<file path="config.mk">
export PLATFORM = sky130hd
export DESIGN_NAME = exec_sequencer
export DESIGN_NICKNAME = d
export VERILOG_FILES = /design/src/rtl/exec_sequencer.sv
export SDC_FILE = /design/constraint.sdc
export NUM_CORES = 1
export LEC_CHECK = 0
export ABC_AREA = 1
export CAP_MARGIN = 5
export CORE_MARGIN = 5
export CORE_UTILIZATION = 45
export DETAILED_ROUTE_END_ITERATION = 8
export DONT_BUFFER_PORTS = 1
export PLACE_DENSITY = 0.62
export SLEW_MARGIN = 5
export SYNTH_ARGS = -nofsm -noshare
export SYNTH_HDL_FRONTEND = slang
export SYNTH_SLANG_ARGS = --single-unit
</file>
<file path="constraint.sdc">
create_clock -name clk -period 7.4 [get_ports clk]
set_clock_uncertainty 0.05 [all_clocks]
set_input_delay 1.48 -clock clk [delete_from_list [all_inputs] [get_ports clk]]
set_output_delay 1.48 -clock clk [all_outputs]
set_load 0.01 [all_outputs]
</file>
<file path="src/rtl/exec_sequencer.sv">
// Command sequencer for the SIMD execute unit: queues commands in a small FIFO,
// issues them one at a time and returns a tagged response with a timeout guard.
module exec_sequencer #(
  parameter int ALU_NUM = 24,
  parameter int IMM_W   = 5,
  parameter int TAG_W   = 4,
  parameter int DEPTH   = 4,
  parameter int TIMEOUT = 64
) (
  input  logic               clk,
  input  logic               rstn,
  input  logic               cmd_valid,
  output logic               cmd_ready,
  input  logic [3:0]         cmd_opcode,
  input  logic [ALU_NUM-1:0] cmd_mask,
  input  logic [IMM_W-1:0]   cmd_imm,
  input  logic [TAG_W-1:0]   cmd_tag,
  output logic [ALU_NUM-1:0] exe_enable_alu,
  output logic [3:0]         exe_opcode,
  output logic [IMM_W-1:0]   exe_imm,
  input  logic               exe_valid,
  input  logic               exe_zero,
  output logic               rsp_valid,
  input  logic               rsp_ready,
  output logic [TAG_W-1:0]   rsp_tag,
  output logic               rsp_zero,
  output logic               rsp_err,
  output logic               busy
);

  localparam int PW = $clog2(DEPTH);
  localparam int CW = $clog2(TIMEOUT);
  localparam logic [CW-1:0] TMO_LAST = CW'(TIMEOUT - 1);
  localparam logic [PW:0]   FULL_CNT = (PW + 1)'(DEPTH);

  typedef enum logic [1:0] {IDLE, EXEC, RESP} state_t;

  state_t             state_q, state_d;
  logic [3:0]         fifo_op_q   [DEPTH];
  logic [3:0]         fifo_op_d   [DEPTH];
  logic [ALU_NUM-1:0] fifo_mask_q [DEPTH];
  logic [ALU_NUM-1:0] fifo_mask_d [DEPTH];
  logic [IMM_W-1:0]   fifo_imm_q  [DEPTH];
  logic [IMM_W-1:0]   fifo_imm_d  [DEPTH];
  logic [TAG_W-1:0]   fifo_tag_q  [DEPTH];
  logic [TAG_W-1:0]   fifo_tag_d  [DEPTH];
  logic [PW-1:0]      wr_ptr_q, wr_ptr_d, rd_ptr_q, rd_ptr_d;
  logic [PW:0]        count_q, count_d;
  logic [ALU_NUM-1:0] cur_mask_q, cur_mask_d;
  logic [TAG_W-1:0]   cur_tag_q, cur_tag_d;
  logic [3:0]         exe_opcode_q, exe_opcode_d;
  logic [IMM_W-1:0]   exe_imm_q, exe_imm_d;
  logic [CW-1:0]      timer_q, timer_d;
  logic [TAG_W-1:0]   rsp_tag_q, rsp_tag_d;
  logic               rsp_zero_q, rsp_zero_d;
  logic               rsp_err_q, rsp_err_d;
  logic               push, pop;

  // Ready comes from the registered count only, so a full FIFO never accepts
  // even when the head is popped in the same cycle.
  assign cmd_ready      = (count_q != FULL_CNT);
  assign exe_enable_alu = (state_q == EXEC) ? cur_mask_q : '0;
  assign exe_opcode     = exe_opcode_q;
  assign exe_imm        = exe_imm_q;
  assign rsp_valid      = (state_q == RESP);
  assign rsp_tag        = rsp_tag_q;
  assign rsp_zero       = rsp_zero_q;
  assign rsp_err        = rsp_err_q;
  assign busy           = (state_q != IDLE) || (count_q != '0);

  always_comb begin
    push         = cmd_valid && cmd_ready;
    pop          = 1'b0;
    state_d      = state_q;
    cur_mask_d   = cur_mask_q;
    cur_tag_d    = cur_tag_q;
    exe_opcode_d = exe_opcode_q;
    exe_imm_d    = exe_imm_q;
    timer_d      = timer_q;
    rsp_tag_d    = rsp_tag_q;
    rsp_zero_d   = rsp_zero_q;
    rsp_err_d    = rsp_err_q;
    fifo_op_d    = fifo_op_q;
    fifo_mask_d  = fifo_mask_q;
    fifo_imm_d   = fifo_imm_q;
    fifo_tag_d   = fifo_tag_q;

    if (push) begin
      fifo_op_d[wr_ptr_q]   = cmd_opcode;
      fifo_mask_d[wr_ptr_q] = cmd_mask;
      fifo_imm_d[wr_ptr_q]  = cmd_imm;
      fifo_tag_d[wr_ptr_q]  = cmd_tag;
    end

    unique case (state_q)
      IDLE: begin
        if (count_q != '0) begin
          pop        = 1'b1;
          cur_mask_d = fifo_mask_q[rd_ptr_q];
          cur_tag_d  = fifo_tag_q[rd_ptr_q];
          timer_d    = '0;
          // An empty mask never reaches the unit; it is answered as an error.
          if (fifo_mask_q[rd_ptr_q] != '0) begin
            state_d      = EXEC;
            exe_opcode_d = fifo_op_q[rd_ptr_q];
            exe_imm_d    = fifo_imm_q[rd_ptr_q];
          end else begin
            state_d    = RESP;
            rsp_tag_d  = fifo_tag_q[rd_ptr_q];
            rsp_zero_d = 1'b0;
            rsp_err_d  = 1'b1;
          end
        end
      end
      EXEC: begin
        if (exe_valid) begin
          state_d    = RESP;
          rsp_tag_d  = cur_tag_q;
          rsp_zero_d = exe_zero;
          rsp_err_d  = 1'b0;
        end else if (timer_q == TMO_LAST) begin
          state_d    = RESP;
          rsp_tag_d  = cur_tag_q;
          rsp_zero_d = 1'b0;
          rsp_err_d  = 1'b1;
        end else begin
          timer_d = timer_q + 1'b1;
        end
      end
      RESP: begin
        if (rsp_ready) state_d = IDLE;
      end
      default: state_d = IDLE;
    endcase

    wr_ptr_d = wr_ptr_q + PW'(push);
    rd_ptr_d = rd_ptr_q + PW'(pop);
    count_d  = count_q + (PW + 1)'(push) - (PW + 1)'(pop);
  end

  always_ff @(posedge clk) begin
    if (!rstn) begin
      state_q      <= IDLE;
      wr_ptr_q     <= '0;
      rd_ptr_q     <= '0;
      count_q      <= '0;
      cur_mask_q   <= '0;
      cur_tag_q    <= '0;
      exe_opcode_q <= '0;
      exe_imm_q    <= '0;
      timer_q      <= '0;
      rsp_tag_q    <= '0;
      rsp_zero_q   <= 1'b0;
      rsp_err_q    <= 1'b0;
    end else begin
      state_q      <= state_d;
      wr_ptr_q     <= wr_ptr_d;
      rd_ptr_q     <= rd_ptr_d;
      count_q      <= count_d;
      cur_mask_q   <= cur_mask_d;
      cur_tag_q    <= cur_tag_d;
      exe_opcode_q <= exe_opcode_d;
      exe_imm_q    <= exe_imm_d;
      timer_q      <= timer_d;
      rsp_tag_q    <= rsp_tag_d;
      rsp_zero_q   <= rsp_zero_d;
      rsp_err_q    <= rsp_err_d;
    end
  end

  // Storage needs no reset: the count alone decides which entries are live.
  always_ff @(posedge clk) begin
    fifo_op_q   <= fifo_op_d;
    fifo_mask_q <= fifo_mask_d;
    fifo_imm_q  <= fifo_imm_d;
    fifo_tag_q  <= fifo_tag_d;
  end

endmodule
</file>
==> results.md, run 1 <==
Logic synthesis:
- The portion of the post-synthesis area used by sequential elements is 0.702.
- Each instance of the synthesized netlist takes up on average 10.9 um^2.
- The unique cell type count in the Yosys netlist is 29.
- The synthesized net count is 785.
- Yosys mapped a number of flops with a built-in enable equal to 148.
- In the synthesized netlist the async set-or-reset flop fraction comes to 0.
- Counting flops and latches in the post-synthesis netlist gives 206.
- The synthesized instance count is 736.
- The synthesized netlist occupies a cell area of 7990 um^2.
- The primary flip-flop cell chosen by synthesis mapping is edfxtp_1.
- For this run, the number of Yosys warnings is 0.

Floorplan:
- The core region is 17,400 um^2.
- The initial standard-cell utilization of the core is 0.460.
- From left edge to right edge, the die measures about 140 um.
- During I/O placement, the number of pins put on the boundary was 85.
- The total number of placement rows is 48.
- The vertical die dimension is 143 um.
- The die covers 20,500 um^2.

Worst hold path:
- The terminating pin of the worst hold path is cur_tag_q[3]$_SDFFE_PN0P_.
- The cell count of the worst hold path is 2.
- The worst hold path begins at cur_tag_q[3]$_SDFFE_PN0P_.
- The tightest min-delay check is of the reg2reg type.

Finish:
- From synthesis to final layout, the design area changed by 10.8%.
- The end-of-flow core utilization is 0.510.
- Once layout is complete, the cells apart from fillers number 972.
- Of the cells placed in the final design, the portion with a size suffix greater than 1 is 0.0643.
- 0 antenna diodes ended up in the layout.
- The layout net count is 780.

Timing:
- The total count of hold-check failures in the final report is 0.
- Of the available clock period, the critical path in the final layout requires 0.471.
- The final number of max-transition violations is 0.
- The setup-violating endpoint count in the final report is 0.
- The worst-case hold slack is 423 ps.
- In this run the tightest slew margin relative to its limit is 0.318.
- Setup repair after global routing left no endpoint under its margin.
- Counting I/O delays and the setup requirement, the final critical path takes 3490 ps.
- The maximum clock frequency is 287 MHz.
- For the pin with the worst max-slew slack, the measured transition is 1020 ps.
- After routing, the total negative slack on setup checks comes to 0 ps.

Place:
- Counting tap cells, the placed design contains a total of 932 instances.
- The global placer's final weighted congestion is ~0.76.
- The placed wire-length estimate after detailed placement is ~11 mm.
- In this run the tool buffered the top-level ports with 0 buffer cells.

Routing:
- After detailed routing, the number of remaining DRC violations is 0.
- The number of DRC markers after the initial detailed-route iteration is 306.
- Dividing the detail-routed wire length by the instance count gives 17.8 um.
- Using the TritonRoute via totals, the vias-per-cell ratio works out to roughly 5.2.
- The final route contains 5,102 vias.
- The number of nets with antenna violations after detailed routing is 0.
- Summed over all layers, the routed wires come to ~17 mm.
- The total iterations of the first detailed-routing run is 4.

Clock tree:
- The clock drives 206 sinks.
- Counting the buffers created by CTS gives 22.
- In this run the number of H-tree levels came out at 1.
- TritonCTS built the clock tree.
- The insertion delay to the later sink of the worst-skew pair is 490 ps.
- Counting along the longest clock path gives a buffer depth of 3.
- The post-cts hold buffer count is 0.
- Clock-pin slew was measured on the worst setup and hold paths at 60 ps.
- The post-CTS resize count is 0.
- The cell sitting at the root of the clock tree is a clkbuf_16.
- Buffers added to address setup during post-CTS repair amount to 0.

Power and ir drop:
- VDD sags by at most 0.178 mV.
- The static leakage is 3.23 nW.
- Dividing total power by cell area gives a power density of between 300 and 400 nW/um^2.
- The internal power contribution is 0.00233 W.
- The switching share of total power is 0.339.
- Of the total power, registers draw 0.443.
- The design draws approximately 0.0035 W.
- The combinational power share is 0.271.
- The part of the total power dissipated in the clock network is 0.286.
- In this run the power spent charging and discharging nets is 0.00120 W.

GRT:
- The via count of the first global-routing pass came to 4,996.
- The total overflow left after global routing is 0.
- The total track usage is 0.168.
- Entering global routing, the biggest net connects 77 pins.
- The first global-routing pass estimated between 20 and 30 mm of wire.
- The number of antenna violations at the first check in global routing is 0.

Worst setup path:
- The startpoint class of the critical path is a flip-flop.
- Data on the critical path is required at its endpoint by 5870 ps.
- For the worst setup path, the data arrival time is 1960 ps.
- The cell that appears most often on the critical path is inv_1.
- The critical path goes through inv_1, nor2_2, inv_1, nor2_1.
- The maximum fanout along the worst path is 34.
- The critical path's slowest cell is inv_1.
- In this run the critical register-to-register path is captured at rsp_tag[1]$_SDFFE_PN0P_.
- The start of the worst register-to-register path is rd_ptr_q[0]$_SDFF_PN0_.
- The kind of capture point of the worst setup path is an output pin.
- By startpoint and endpoint, the worst setup path is classified as reg2out.
- For flop-to-flop paths, the worst setup slack is 3950 ps.
- The count of cells along the worst register-to-register path is 13.
- In this design, the stage delay of the slowest critical-path cell is 460 ps.

Status:
- The flow ran to the end, and the final reports show no timing, DRC or antenna violations.

Run:
- Across the run, the number of max-cap violations was 0.
-- how the worst max path moves through the flow --
stage | to | cells past startpoint | startpoint | slack, ps
finish | exe_enable_alu[22] | 4 | state_q[0]$_SDFFE_PN0P_ | 3910
global placement | fifo_op_q[0]$_DFFE_PP_ | 3 | cmd_valid | 3970
floorplan | fifo_imm_q[10]$_DFFE_PP_ | 2 | cmd_valid | 2720
global route | rsp_tag[1]$_SDFFE_PN0P_ | 14 | rd_ptr_q[0]$_SDFF_PN0_ | 3620
detailed placement | fifo_op_q[0]$_DFFE_PP_ | 3 | cmd_valid | 3920
CTS | exe_enable_alu[16] | 4 | state_q[0]$_SDFFE_PN0P_ | 3870
-- critical path, delay by kind of cell (launching register included) --
kind,cells,cell delay [ps]
and+or+nand+nor,2,570
buffers and inverters,2,530
DFF,1,350
-- layout by cell type (no fill, tap or decap), drive strengths merged, types with 2 or more instances in the layout --
cell type	synthesis	final
a21oi	18	18
buf	15	7
clkbuf	21	31
clkinv	1	10
dfxtp	58	58
edfxtp	148	148
ha	5	5
inv	60	60
nand2	173	173
nand3	66	66
nand4	2	2
nor2	78	78
nor3	7	7
o21ai	39	39
o22ai	37	37
xnor2	3	3
-- power groups by stage --
stage,Sequential (W),Clock (W),Combinational (W)
2_1_floorplan,0.00157,0,0.000727
3_5_place_dp,0.00159,0,0.000959
5_1_grt,0.00159,0.00108,0.00109
4_1_cts,0.00157,0.00103,0.000966
6_report,0.00157,0.00101,0.000957
3_3_place_gp,0.00158,0,0.000937
-- cells in the mapped netlist (2+ instances only) --
cell,count,area (um^2)
buf_2,9,45.0
inv_1,58,218
a21oi_1,18,90.1
o22ai_1,37,231
buf_4,3,22.5
nor3_1,7,35.0
nor2_1,77,289
inv_2,2,7.51
nand3_1,66,330
dfxtp_1,58,1160
nand4_1,2,12.5
buf_1,2,7.51
edfxtp_1,148,4440
nand2_1,171,642
clkbuf_1,21,78.8
o21ai_0,38,190
xnor2_1,3,26.3
ha_1,5,62.6
-- flip-flops by register name, summed over array words and instances (netlist names), 5 cells and up --
| name | count |
|---|---|
| cur_mask_q | 24 |
| exe_imm | 5 |
| fifo_imm_q | 20 |
| fifo_mask_q | 96 |
| fifo_op_q | 16 |
| fifo_tag_q | 16 |
| timer_q | 6 |
-- per-stage QoR --
step                      setup slack [ps]  area (um^2)
after floorplan                       2720         7990
after global placement                3970         8180
after detailed placement              3920         8180
after CTS                             3870         8850
after global routing                  3620         8850
final                                 3910         8850
-- cell families (layout without fill, tap and decap cells) --
logic type	after synthesis	count (layout)	synth area share
AND/OR/NAND/NOR	329	329	0.169
flip-flops	206	206	0.702
buffers and inverters	97	108	0.0493
AO/OA/AOI/OAI	95	95	0.0659
adder cells (fa/ha/maj)	6	6	0.0103
XOR/XNOR	3	3	0.00329
-- per-layer routing --
metal,GRT usage,up-vias,wire length (um)
li1,-,2500,-
met1,0.210,2449,6900
met2,0.277,134,8430
met3,0.0660,19,1700
met4,0.0387,0,244
met5,0,-,0
-- final cells by class --
type / instances / area, um^2
Clock buffer: 31 / 636
Clock inverter: 9 / 38.8
Fill cell: 1505 / 8500
Inverter: 61 / 229
Multi-Input combinational cell: 433 / 2010
Sequential cell: 206 / 5610
Tap cell: 225 / 282
Timing Repair Buffer: 7 / 52.6
(Power assumes the default switching activity.)
==> run 2, diff against run 1 <==
Clock period 7.4 ns to 3.45 ns, I/O delays scaled along.
==> results.md, run 2 (synthesized netlist as in run 1, its figures left out) <==
Timing:
- The maximum clock frequency is 378 MHz.
- The sum of negative setup slack is 0 ps.
- Setup repair after global routing left no endpoint under its margin.
- The final number of max-transition violations is 0.
- Dividing the final minimum period by the clock period gives 0.767.
- The actual transition at the worst max-transition pin is approximately 960 ps.
- The shortest clock period the worst path allows after layout is 2650 ps.
- The total count of hold-check failures in the final report is 0.
- The setup-violating endpoint count in the final report is 0.
- Once routing completed, OpenROAD measured the worst setup slack at around 800 ps.
- Measured against its own limit, the worst slew margin works out to 0.357.

Place:
- The global placer's final weighted congestion is 0.800.
- At the placement stage, the worst setup path has a slack of ~830 ps.
- In this run the cell area measured after placement is 8260 um^2.
- The placed wire-length estimate after detailed placement is 10.6 mm.
- In this run the tool buffered the top-level ports with 0 buffer cells.

Finish:
- 0 antenna diodes ended up in the layout.
- Measured on the finished design, the core utilization comes to 0.512.
- In the final layout, the registers with the most flip-flops are fifo_mask_q (96), cur_mask_q (24), fifo_imm_q (20).
- Leaving out fill and tap cells, the most frequent cell in the layout is nand2_1.
- The growth of design area from synthesis to finish is 11.2%.
- After routing the design area is approximately 8900 um^2.
- The layout net count is 788.
- The layout has 1,489 filler cells.
- Across the whole layout, storage elements account for 5610 um^2.
- More flip-flops sit in one register than any other, and that register is fifo_mask_q.
- The register with the most flip-flops in the layout has 96 of them.
- The fraction of layout instances using a drive strength above 1 is 0.0704.
- In the layout the commonest cells are nand2_1 (171), edfxtp_1 (148), nor2_1 (77).
- In the final layout, the multi-input gates occupy 2010 um^2.

Clock tree:
- The number of hold buffers added after CTS was 0.
- The clock passes through at most 3 buffers.
- The clock tree from TritonCTS is built.
- Clock tree synthesis selected as its root buffer the cell clkbuf_16.
- For the worst-skew pair, the clock arrives at the later sink with an insertion delay of 480 ps.
- Buffers added to address setup during post-CTS repair amount to 0.
- The clock-pin slew of the registers on the worst-case setup and hold paths is 60 ps.
- In this run the number of H-tree levels came out at 1.
- The number of clock buffers added by TritonCTS is 21.
- The post-CTS resize count is 0.
- The number of sinks driven by the clock tree is roughly 210.

Floorplan:
- The die area is just over 20,000 um^2.
- The area inside the core boundary is 17,400 um^2.
- The floorplan step set the die width to 143 um.
- The initial standard-cell utilization of the core is 0.460.
- The vertical die dimension is 143 um.
- During I/O placement, the number of pins put on the boundary was 85.
- Row generation in the floorplan step produced 48 rows.

GRT:
- The via count of the first global-routing pass is 4,924.
- The number of antenna violations at the first check in global routing is 0.
- The wire length of the first global-routing pass is 26.6 mm.
- Summed over all layers, the global routing overflow is 0.
- For this run, the total global-route usage over all layers was measured as 0.165.
- Entering global routing, the biggest net connects 76 pins.

Power and ir drop:
- The maximum VDD drop is 0.397 mV.
- The static leakage is ~3.2 nW.
- Cell internal power was estimated by the tool at 0.00500 W.
- The total power consumption of the routed design is roughly 0.0075 W.
- The proportion of power drawn by flip-flops and latches is 0.445.
- The share of total power dissipated in combinational logic is 0.281.
- The switching share of total power is 0.338.
- The net switching power is 0.00255 W.
- The power density over the cells is 849 nW/um^2.
- The share of total power dissipated in the clock network is 0.275.

Routing:
- For this run, the detailed router's first-pass iteration total came to 5.
- The routed via count divided by cell count is ~5.3.
- The number of nets with antenna violations after detailed routing is 0.
- After the first detailed-routing iteration, the DRC count stood at 325.
- Across all layers, the routed design uses 5,144 vias.
- The DRC violation count after routing is 0.
- The routed wire length per instance is 17.3 um.
- The routed design has roughly 17 mm of wire.

Status:
- The run finished with clean final reports.

Worst setup path:
- Setup slack on the worst reg-to-reg path comes out at 800 ps.
- STA puts the critical path data required time at between 3000 and 4000 ps.
- For the worst setup path, the data arrival time is 2970 ps.
- The endpoint of the worst register-to-register path is rsp_tag[2]$_SDFFE_PN0P_.
- The start of the worst register-to-register path is rd_ptr_q[0]$_SDFF_PN0_.
- STA classifies the critical path startpoint as a flip-flop.
- The count of cells along the worst register-to-register path is 14.
- STA classifies the critical path endpoint as a flip-flop.
- The critical path is of the reg2reg type.
- The maximum fanout along the worst path is 75.

Worst hold path:
- The cell count of the worst hold path is 0.
- The path with the worst hold slack has its endpoint at fifo_imm_q[4]$_DFFE_PP_.
- The type of the worst min-delay path is in2reg.
- In this run the most critical hold path is launched from cmd_imm[4].

Run:
- The count of maximum capacitance violations is 0.
run 2: cell types whose count changed in the layout (fill, tap and decap cells not counted), moves of 2 or more:
cell,delta
buf_4,+8
clkbuf_1,+2
clkbuf_8,-2
clkbuf_16,-2
clkinv_2,-2
run 2: power by group through the flow:
stage	registers, W	logic, W	clock network [W]
after floorplan	0.00337	0.00156	0
after global placement	0.00340	0.00207	0
final	0.00336	0.00212	0.00207
after CTS	0.00336	0.00213	0.00211
after detailed placement	0.00341	0.00212	0
after global routing	0.00340	0.00243	0.00224
run 2: through the flow:
step / instances / hold WS, ps
2_1_floorplan: 736 / 396
3_3_place_gp: 941 / 406
3_5_place_dp: 941 / 411
4_1_cts: 978 / 231
5_1_grt: 978 / 225
6_report: 978 / 246
run 2: worst max path at each step:
stage | startpoint | to | slack, ps | depth (start not counted)
finish | rd_ptr_q[0]$_SDFF_PN0_ | rsp_tag[2]$_SDFFE_PN0P_ | 800 | 14
global route | rd_ptr_q[0]$_SDFF_PN0_ | rsp_tag[1]$_SDFFE_PN0P_ | 510 | 14
CTS | rd_ptr_q[0]$_SDFF_PN0_ | rsp_tag[2]$_SDFFE_PN0P_ | 800 | 14
detailed placement | rd_ptr_q[0]$_SDFF_PN0_ | rsp_tag[2]$_SDFFE_PN0P_ | 830 | 14
global placement | rd_ptr_q[0]$_SDFF_PN0_ | rsp_tag[0]$_SDFFE_PN0P_ | 920 | 14
floorplan | cmd_valid | fifo_imm_q[10]$_DFFE_PP_ | -440 | 2
run 2: area by class of cell:
cell class              count  share of cell area
repair buffers             16              0.0149
flip-flops and latches    206               0.631
clock inverters             8             0.00704
clock buffers              29              0.0636
multi-input cells         433               0.226
well taps                 225              0.0317
inverters                  61              0.0258
run 2: routing by layer:
| metal | track usage | part of all wire |
|---|---|---|
| met1 | 0.214 | 0.42 |
| met2 | 0.272 | 0.48 |
| met3 | 0.0502 | 0.079 |
| met4 | 0.0461 | 0.021 |
| met5 | 0 | 0 |
run 2: worst max-delay path: stages (launching register included):
cell and delay, ps:
dfxtp_2 330, buf_4 580, nand2_1 120, nand3_1 120, nand2_1 90, nand2_1 90, nor2_1 40, nand2_1 70
nor2_1 60, nand2_1 340, nand2_1 180, nand2_2 210, nand2_1 80, nand2_1 70, nor2_1 40
==> run 3, diff against run 2 <==
Clock period 3.45 ns to 2.6 ns, I/O delays scaled along.
==> results.md, run 3 (synthesized netlist as in run 1, its figures left out) <==
Status:
- The flow ran to the end, and the final reports show no timing, DRC or antenna violations.

Clock tree:
- CTS built an H-tree with a depth of 1.
- The post-CTS setup repair buffer count is 0.
- The CTS buffer count is 21.
- The largest buffer count on any clock path is 3.
- CTS placed an instance of clkbuf_16 at the clock tree root.
- After clock tree synthesis, the clock-pin slew on the worst setup and hold paths is 60 ps.
- The number of sinks driven by the clock tree is approximately 200.
- TritonCTS built the clock tree.
- The post-cts hold buffer count is 0.
- The post-CTS resize count is 0.
- Clock latency on the worst-skew pair, taken at its later pin, is 500 ps.

Power and ir drop:
- The combinational power share is 0.278.
- The internal power contribution is 0.00699 W.
- Across the VDD grid, the largest voltage drop is 0.457 mV.
- The proportion of power drawn by flip-flops and latches is 0.427.
- The power density over the cells is 1150 nW/um^2.
- The static leakage is 3.34 nW.
- The analysis attributes to net switching a power of between 0.003 and 0.004 W.
- Of the total power, the share spent switching nets is 0.331.
- Of the total power, the clock network draws 0.296.

Routing:
- After detailed routing, the number of remaining DRC violations is 0.
- Summed over all layers, the routed wires come to 17.0 mm.
- The routed wire length per instance is roughly 17 um.
- The detailed router finished its first iteration with between 300 and 400 violations.
- The routed via count divided by cell count is 5.17.
- The first TritonRoute pass finished after 5 iterations.
- The number of nets with antenna violations after detailed routing is 0.
- Across all layers, the routed design uses around 5.1k vias.

Worst setup path:
- The critical path's slowest cell is dfxtp_1.
- In this run the register-to-register setup slack is 340 ps.
- The startpoint class of the critical path is a flip-flop.
- The start of the worst register-to-register path is rd_ptr_q[0]$_SDFF_PN0_.
- The required time at the endpoint of the critical path is 2030 ps.
- The critical path is of the reg2out type.
- Data arrives at the worst endpoint at roughly 1800 ps.
- The most prevalent standard cell on the critical path is inv_1.
- The kind of capture point of the worst setup path is an output pin.
- The maximum fanout along the worst path is 25.
- The critical path goes through inv_1, nor2_2, inv_1, buf_4, nor2_1.
- The maximum cell stage delay along the critical path is between 300 and 400 ps.
- The count of cells along the worst register-to-register path is 13.
- In this run the critical register-to-register path is captured at rsp_tag[1]$_SDFFE_PN0P_.

Place:
- The wire-length estimate of the detail-placed layout is 10.6 mm.
- The number of cells in the design after placement is roughly 950.
- The global placer's final weighted congestion is 0.788.
- The number of input and output port buffers inserted is 0.
- Before CTS, the worst setup slack after placement is 369 ps.

Floorplan:
- The die is between 100 and 150 um wide.
- The total number of placement rows is 48.
- The region available for standard cell placement spans around 17,000 um^2.
- Measured along the y axis, the die boundary spans 143 um.
- Pin placement for this block handled 85 I/O pins.
- The floorplan step defined a die boundary enclosing 20,500 um^2.
- The initial standard-cell utilization of the core is 0.460.

GRT:
- Summed over all layers, the global routing overflow is 0.
- The via count of the first global-routing pass came to 5,041.
- The wire length of the first global-routing pass is 26.9 mm.
- The number of antenna violations at the first check in global routing is 0.
- For this run, the total global-route usage over all layers was measured as 0.168.
- Entering global routing, the biggest net connects 55 pins.

Worst hold path:
- The worst hold path begins at cmd_mask[0].
- The terminating pin of the worst hold path is fifo_mask_q[0]$_DFFE_PP_.
- The type of the worst min-delay path is in2reg.
- The cell count of the worst hold path is 0.

Timing:
- Setup repair after global routing left no endpoint under its margin.
- After layout, the minimum clock period comes to 2370 ps.
- The total count of hold-check failures in the final report is 0.
- Setup violations remaining at the end of the flow were counted as 0.
- At the pin with the least slew margin, the transition time is 540 ps.
- The worst setup slack after layout is 231 ps.
- The final number of max-transition violations is 0.
- The relative slew slack is 0.640.
- On the final layout, the worst hold slack is 62.1 ps.
- The post-route clock period utilization is 0.911.
- The maximum clock frequency is 422 MHz.

Finish:
- The largest registers in the layout are fifo_mask_q (96), cur_mask_q (24), fifo_imm_q (20).
- The fraction of layout instances using a drive strength above 1 is 0.0831.
- The growth of design area from synthesis to finish is 13.8%.
- The repair_antennas step left the layout with diodes totalling 0.
- The number of cells in the finished layout apart from fillers is 983.
- The total of fill cells in the finished design is 1,434.
- The flip-flop count of the largest register, all copies and words added is 96.
- After the last flow step, the layout net total stands at 792.
- The library cells used most frequently in the layout, excluding fill and tap cells, are nand2_1 (171), edfxtp_1 (148), nor2_1 (77).
- The register containing the most flip-flops in the final layout is fifo_mask_q.
- The most frequent standard cell in the layout excluding fill and tap cells is nand2_1.

Run:
- The count of maximum capacitance violations is 0.
run 3: changes by cell type in the layout (fill, tap and decap cells not counted):
cell	previous run	this run
clkbuf_1	7	2
nor3_4	0	4
buf_4	15	14
clkinvlp_2	0	1
inv_6	0	1
buf_12	1	6
clkinv_2	2	3
bufinv_16	1	4
nor3_2	4	0
run 3: critical path, delay by kind of cell (launching register included):
family,cells,cell delay (ps)
simple gates,2,440
buf+inv,3,520
flops,1,350
run 3: metal layers:
layer | up-vias | share of wire | track usage
met4 | 0 | 0.018 | 0.0525
li1 | 2517 | - | -
met3 | 23 | 0.082 | 0.0516
met2 | 134 | 0.48 | 0.286
met1 | 2408 | 0.42 | 0.207
met5 | - | 0 | 0
run 3: area by class of cell:
cell class / count / area [um^2] / share of cell area
Sequential cell: 206 / 5610 / 0.616
Multi-Input combinational cell: 433 / 2030 / 0.224
Tap cell: 225 / 282 / 0.0310
Clock inverter: 14 / 171 / 0.0188
Clock buffer: 24 / 547 / 0.0601
Timing Repair Buffer: 20 / 225 / 0.0248
Inverter: 61 / 229 / 0.0252
run 3: stage by stage:
step / util / total power (W) / setup TNS, ps / instance area (um^2)
global route: 0.524 / 0.0111 / 0 / 9090
CTS: 0.524 / 0.0105 / 0 / 9090
global placement: 0.483 / 0.00737 / 0 / 8380
finish: 0.524 / 0.0104 / 0 / 9090
floorplan: - / 0.00654 / -14940 / 8010
detailed placement: 0.483 / 0.00744 / 0 / 8380
run 3: worst max path at each step:
stage	from	to	depth (start not counted)	slack (ps)
global route	state_q[0]$_SDFFE_PN0P_	exe_enable_alu[2]	5	60
finish	state_q[0]$_SDFFE_PN0P_	exe_enable_alu[21]	5	230
global placement	rd_ptr_q[1]$_SDFF_PN0_	rsp_tag[0]$_SDFFE_PN0P_	12	370
CTS	state_q[0]$_SDFFE_PN0P_	exe_enable_alu[21]	5	210
floorplan	count_q[1]$_SDFF_PN0_	fifo_imm_q[0]$_DFFE_PP_	4	-100
detailed placement	rd_ptr_q[1]$_SDFF_PN0_	exe_opcode[2]$_SDFFE_PN0P_	12	370
run 3: power groups by stage:
stage | combinational [W] | clock (W) | sequential [W]
after global placement | 0.00285 | 0 | 0.00452
after CTS | 0.00292 | 0.00314 | 0.00446
after floorplan | 0.00208 | 0 | 0.00447
after global routing | 0.00330 | 0.00329 | 0.00452
after detailed placement | 0.00291 | 0 | 0.00453
final | 0.00290 | 0.00309 | 0.00446
